**src/rtl/uart_rx_pkg.sv**
```systemverilog
// Shared types and constants for the UART receive path: frame FSM states,
// parity-type encodings and the default data width.
package uart_rx_pkg;

    localparam int   DEFAULT_DATA_WIDTH = 8;
    localparam logic PAR_EVEN           = 1'b0;
    localparam logic PAR_ODD            = 1'b1;

    typedef enum logic [1:0] {
        IDLE   = 2'd0,
        DATA   = 2'd1,
        PARITY = 2'd2,
        STOP   = 2'd3
    } rx_state_e;

endpackage

```
**src/rtl/uart_parity_calc.sv**
```systemverilog
// Combinational expected-parity generator, shared by the RX and TX paths.
// Even type yields the XOR of the data; odd type yields its inverse.
module uart_parity_calc
    import uart_rx_pkg::*;
#(
    parameter int DATA_WIDTH = DEFAULT_DATA_WIDTH
) (
    input  logic [DATA_WIDTH-1:0] data,
    input  logic                  par_typ,
    output logic                  par_bit
);

    assign par_bit = (^data) ^ (par_typ == PAR_ODD);

endmodule

```
**src/rtl/uart_rx_frame_assembler.sv**
```systemverilog
// Frames voted RX bits (start, LSB-first data, optional parity, stop) into a word
// with registered valid/error pulses. Optional error counter: UART_RX_ERR_COUNT_EN.
module uart_rx_frame_assembler
    import uart_rx_pkg::*;
#(
    parameter int DATA_WIDTH = DEFAULT_DATA_WIDTH
) (
    input  logic                  clk_based_on_prescale,
    input  logic                  asy_reset,
    input  logic                  par_en,
    input  logic                  par_typ,
    input  logic                  sampled_data,
    input  logic                  sampled_data_valid,
`ifdef UART_RX_ERR_COUNT_EN
    input  logic                  err_count_clr,
    output logic [7:0]            err_count,
`endif
    output logic [DATA_WIDTH-1:0] p_data,
    output logic                  data_valid,
    output logic                  parity_error,
    output logic                  stop_error,
    output logic                  start_glitch,
    output logic                  busy
);

    localparam int IDX_W = (DATA_WIDTH > 1) ? $clog2(DATA_WIDTH) : 1;
    localparam logic [IDX_W-1:0] LAST_IDX = IDX_W'(DATA_WIDTH - 1);

    rx_state_e             state_q, state_d;
    logic [IDX_W-1:0]      bit_idx_q, bit_idx_d;
    logic [DATA_WIDTH-1:0] shift_q, shift_d;
    logic                  par_en_q, par_en_d;
    logic                  par_typ_q, par_typ_d;
    logic                  par_bad_q, par_bad_d;
    logic [DATA_WIDTH-1:0] p_data_q, p_data_d;
    logic                  data_valid_q, data_valid_d;
    logic                  parity_error_q, parity_error_d;
    logic                  stop_error_q, stop_error_d;
    logic                  start_glitch_q, start_glitch_d;
    logic                  busy_q, busy_d;
    logic                  exp_par_s;

    uart_parity_calc #(
        .DATA_WIDTH(DATA_WIDTH)
    ) u_parity_calc (
        .data    (shift_q),
        .par_typ (par_typ_q),
        .par_bit (exp_par_s)
    );

    // Next-state and pulse generation; state advances only on sampler strobes.
    always_comb begin
        state_d        = state_q;
        bit_idx_d      = bit_idx_q;
        shift_d        = shift_q;
        par_en_d       = par_en_q;
        par_typ_d      = par_typ_q;
        par_bad_d      = par_bad_q;
        p_data_d       = p_data_q;
        busy_d         = busy_q;
        data_valid_d   = 1'b0;
        parity_error_d = 1'b0;
        stop_error_d   = 1'b0;
        start_glitch_d = 1'b0;
        if (sampled_data_valid) begin
            case (state_q)
                IDLE: begin
                    if (!sampled_data) begin
                        par_en_d  = par_en;
                        par_typ_d = par_typ;
                        bit_idx_d = '0;
                        busy_d    = 1'b1;
                        state_d   = DATA;
                    end else begin
                        start_glitch_d = 1'b1;
                    end
                end
                DATA: begin
                    shift_d[bit_idx_q] = sampled_data;
                    if (bit_idx_q == LAST_IDX) begin
                        state_d = par_en_q ? PARITY : STOP;
                    end else begin
                        bit_idx_d = bit_idx_q + IDX_W'(1);
                    end
                end
                PARITY: begin
                    if (sampled_data != exp_par_s) begin
                        parity_error_d = 1'b1;
                        par_bad_d      = 1'b1;
                    end else begin
                        par_bad_d = par_bad_q;
                    end
                    state_d = STOP;
                end
                STOP: begin
                    if (!sampled_data) begin
                        stop_error_d = 1'b1;
                    end else if (!par_bad_q) begin
                        p_data_d     = shift_q;
                        data_valid_d = 1'b1;
                    end else begin
                        p_data_d = p_data_q;
                    end
                    par_bad_d = 1'b0;
                    busy_d    = 1'b0;
                    state_d   = IDLE;
                end
                default: begin
                    state_d = IDLE;
                end
            endcase
        end else begin
            state_d = state_q;
        end
    end

    // Frame state and registered outputs.
    always_ff @(posedge clk_based_on_prescale) begin
        if (asy_reset) begin
            state_q        <= IDLE;
            bit_idx_q      <= '0;
            shift_q        <= '0;
            par_en_q       <= 1'b0;
            par_typ_q      <= PAR_EVEN;
            par_bad_q      <= 1'b0;
            p_data_q       <= '0;
            data_valid_q   <= 1'b0;
            parity_error_q <= 1'b0;
            stop_error_q   <= 1'b0;
            start_glitch_q <= 1'b0;
            busy_q         <= 1'b0;
        end else begin
            state_q        <= state_d;
            bit_idx_q      <= bit_idx_d;
            shift_q        <= shift_d;
            par_en_q       <= par_en_d;
            par_typ_q      <= par_typ_d;
            par_bad_q      <= par_bad_d;
            p_data_q       <= p_data_d;
            data_valid_q   <= data_valid_d;
            parity_error_q <= parity_error_d;
            stop_error_q   <= stop_error_d;
            start_glitch_q <= start_glitch_d;
            busy_q         <= busy_d;
        end
    end

    assign p_data       = p_data_q;
    assign data_valid   = data_valid_q;
    assign parity_error = parity_error_q;
    assign stop_error   = stop_error_q;
    assign start_glitch = start_glitch_q;
    assign busy         = busy_q;

`ifdef UART_RX_ERR_COUNT_EN
    logic [7:0] err_count_q, err_count_d;

    // Saturating error counter; counting on the _d pulses keeps it aligned with the flags.
    always_comb begin
        err_count_d = err_count_q;
        if (err_count_clr) begin
            err_count_d = 8'd0;
        end else if ((parity_error_d || stop_error_d || start_glitch_d) && (err_count_q != 8'hFF)) begin
            err_count_d = err_count_q + 8'd1;
        end else begin
            err_count_d = err_count_q;
        end
    end

    // Error counter register.
    always_ff @(posedge clk_based_on_prescale) begin
        if (asy_reset) begin
            err_count_q <= 8'd0;
        end else begin
            err_count_q <= err_count_d;
        end
    end

    assign err_count = err_count_q;
`endif

endmodule

```
**config.mk**
```make
export PLATFORM = sky130hd
export DESIGN_NAME = uart_rx_frame_assembler
export DESIGN_NICKNAME = d
export VERILOG_FILES = /design/src/rtl/uart_rx_pkg.sv /design/src/rtl/uart_parity_calc.sv /design/src/rtl/uart_rx_frame_assembler.sv
export SDC_FILE = /design/constraint.sdc
export NUM_CORES = 1
export LEC_CHECK = 0
export BUFFER_PORTS_ARGS = -buffer_cell sky130_fd_sc_hd__buf_2
export CORE_AREA = 3 3 77 79
export CTS_CLUSTER_DIAMETER = 50
export DETAILED_ROUTE_END_ITERATION = 10
export DIE_AREA = 0 0 80 82
export GPL_ROUTABILITY_DRIVEN = 0
export SLEW_MARGIN = 40
export SYNTH_ARGS = -nofsm -noshare
export SYNTH_HDL_FRONTEND = slang
export SYNTH_SLANG_ARGS = --single-unit
```
**constraint.sdc**
```tcl
create_clock -name clk_based_on_prescale -period 5.37 [get_ports clk_based_on_prescale]
set_clock_uncertainty 0.2 [all_clocks]
set_input_delay 0.8055 -clock clk_based_on_prescale [delete_from_list [all_inputs] [get_ports clk_based_on_prescale]]
set_output_delay 0.8055 -clock clk_based_on_prescale [all_outputs]
set_load 0.01 [all_outputs]
```
==> flow_summary.json <==
{
  "p_leak_uw": 0.000600,
  "hold_class": "flop to flop",
  "nets": 187,
  "dieArea_um2": 6560,
  "grt.overflow.total": 0,
  "p_per_area_nw_per_um2": 293,
  "synth_edf_count": 0,
  "wl_per_cell_um": 10.7,
  "dieHeight_um": 82,
  "cts_tree": "built",
  "timing.hold.ws_ns": 0.250,
  "antenna_found_initial": 0,
  "avgSynthCellArea_um2": 8.41,
  "irDropWorstVdd_v": 0.000130,
  "grt_pass1_vias": 975,
  "grt_max_degree": 29,
  "setup_viol": 0,
  "place_ws_ns": 3.11,
  "drt.antenna.violating_nets": 0,
  "grt_usage": 0.0923,
  "path_clk_slew_ns": 0.06,
  "setup_tns_ns": 0,
  "status": "completed",
  "final_area_um2": 1570,
  "cts_resized": 0,
  "cp_data_required_time_ns": 5.34,
  "wl_um": 2640,
  "die_x_um": 80,
  "timing.final.crit_share": 0.370,
  "ys.flop_type": "dfxtp_1",
  "final.setup.worst_slack_ns": 3.39,
  "min_delay_path_depth": 2,
  "syn_to_final_growth_pct": 19.6,
  "report.final.hold_viol_count": 0,
  "rsz0062_at_grt": "no",
  "core_um2": 5410,
  "cts.sinks": 29,
  "cts_root_buf": "clkbuf_8",
  "cp-end-kind": "flop",
  "cts-hold-fix-buffers": 0,
  "worstRegToRegCells": 5,
  "placed_area_um2": 1470,
  "via_count": 1028,
  "grt_pass1_wl_um": 4490,
  "port_buffers": 18,
  "n_antenna_cell": 0,
  "arrival_ns": 1.95,
  "first_pass_iters": 4,
  "max_freq_ghz": 0.504,
  "via_per_inst": 4.15,
  "num-fill-cells": 590,
  "ys_ff_latch": 29,
  "htree_levels": 2,
  "ys_seq_area_frac": 0.442,
  "cts_buffers": 5,
  "synth_cell_types": 25,
  "slew_headroom": 0.661,
  "rows": 27,
  "pin_count": 19,
  "syn_inst": 156,
  "crit_type": "input port to flop",
  "ys_async_sr_fraction": 0,
  "final_cell_mix": "32 x nand2_1, 29 x dfxtp_1, 20 x a21oi_1, 18 x nor2_1, 18 x buf_2",
  "ys.warnings.count": 0,
  "cp_max_fo": 14,
  "worst_slew_pin_slew_ns": 0.509,
  "finalMaxSlewViolations": 0,
  "drtIter0Drc": 62,
  "drc": 0,
  "drive_above_1_share": 0.176,
  "start_util": 0.243,
  "synth.cell_area_um2": 1310,
  "synth_nets": 168,
  "post-route-min-period_ns": 1.98,
  "hpwl_um": 1860,
  "clk_latency_ns": 0.28,
  "crit_path_start_kind": "input port",
  "max-cap-violations": 0,
  "final_common_cell": "nand2_1",
  "cts_setup_buffers": 0,
  "clockBufferDepth": 2
}
## where the power goes
| part | internal [uW] | leakage, uW | switching [uW] | total (uW) |
|---|---|---|---|---|
| sequential | 220 | 0.000234 | 3.94 | 224 |
| combinational | 16.0 | 0.000311 | 24.8 | 40.7 |
| clock | 116 | 0.0000542 | 80.4 | 196 |
| total | 352 | 0.000600 | 109 | 461 |
## state kept, by name, summed over array words and instances, names as in the netlist, 2 cells and up
name       flops
p_data         8
shift_q        8
bit_idx_q      3
state_q        2
## cell usage after synthesis, types with 2 or more instances
cell type	n	share of area
nand2_1	32	0.092
dfxtp_1	29	0.44
a21oi_1	20	0.076
nor2_1	18	0.051
o21ai_0	7	0.027
ha_1	6	0.057
xnor2_1	6	0.040
clkbuf_1	5	0.014
inv_1	5	0.014
mux2i_1	5	0.038
nand2b_1	3	0.014
nor3b_1	3	0.017
nand3_1	2	0.0076
nand3b_1	2	0.011
nor3_1	2	0.0076
or2_2	2	0.0095
## critical path: stages
cell and delay [ns]:
buf_2 0.23, xnor2_1 0.16, xnor2_1 0.15, xnor2_1 0.16, nand3_1 0.13, mux2_4 0.31
## final timing paths
path / from / slack, ns / endpoint
min reg2reg: p_data[6] / 0.25 / p_data[6]
max reg2reg: shift_q[2] / 3.44 / par_bad_q
min: p_data[6] / 0.25 / p_data[6]
max: sampled_data / 3.39 / par_bad_q
## layer usage
layer  up-vias  part of all wire  global-route usage
li1        559                 -                   -
met1       442              0.49               0.112
met2        19              0.43               0.134
met3         8             0.056              0.0384
met4         0             0.026              0.0591
met5         -                 0                   0
## metrics by stage
| stage | utilization | instances | power [uW] |
|---|---|---|---|
| after CTS | 0.291 | 248 | 471 |
| after global placement | 0.272 | 240 | 269 |
| after detailed placement | 0.272 | 240 | 270 |
| after floorplan | - | 156 | 260 |
| final | 0.291 | 248 | 461 |
| after global routing | 0.291 | 248 | 486 |
## cells by family after synthesis
kind of cell | after synthesis | share of synthesized area
flip-flops | 29 | 0.442
XOR/XNOR | 8 | 0.0696
multiplexers | 6 | 0.0496
adder cells (fa/ha/maj) | 6 | 0.0572
buffers and inverters | 11 | 0.0324
AO/OA/AOI/OAI | 30 | 0.122
AND/OR/NAND/NOR | 66 | 0.227
## area by class of cell
type                       instances  area (um^2)  share of cell area
sequential                        29          581               0.370
multi-input combinational        116          689               0.439
clock inverter                     1         5.00             0.00319
inverter                           5         18.8              0.0120
tap                               72         90.1              0.0574
clock buffer                       7         96.3              0.0614
timing repair buffer              18         90.1              0.0574
(Power assumes the default switching activity.)
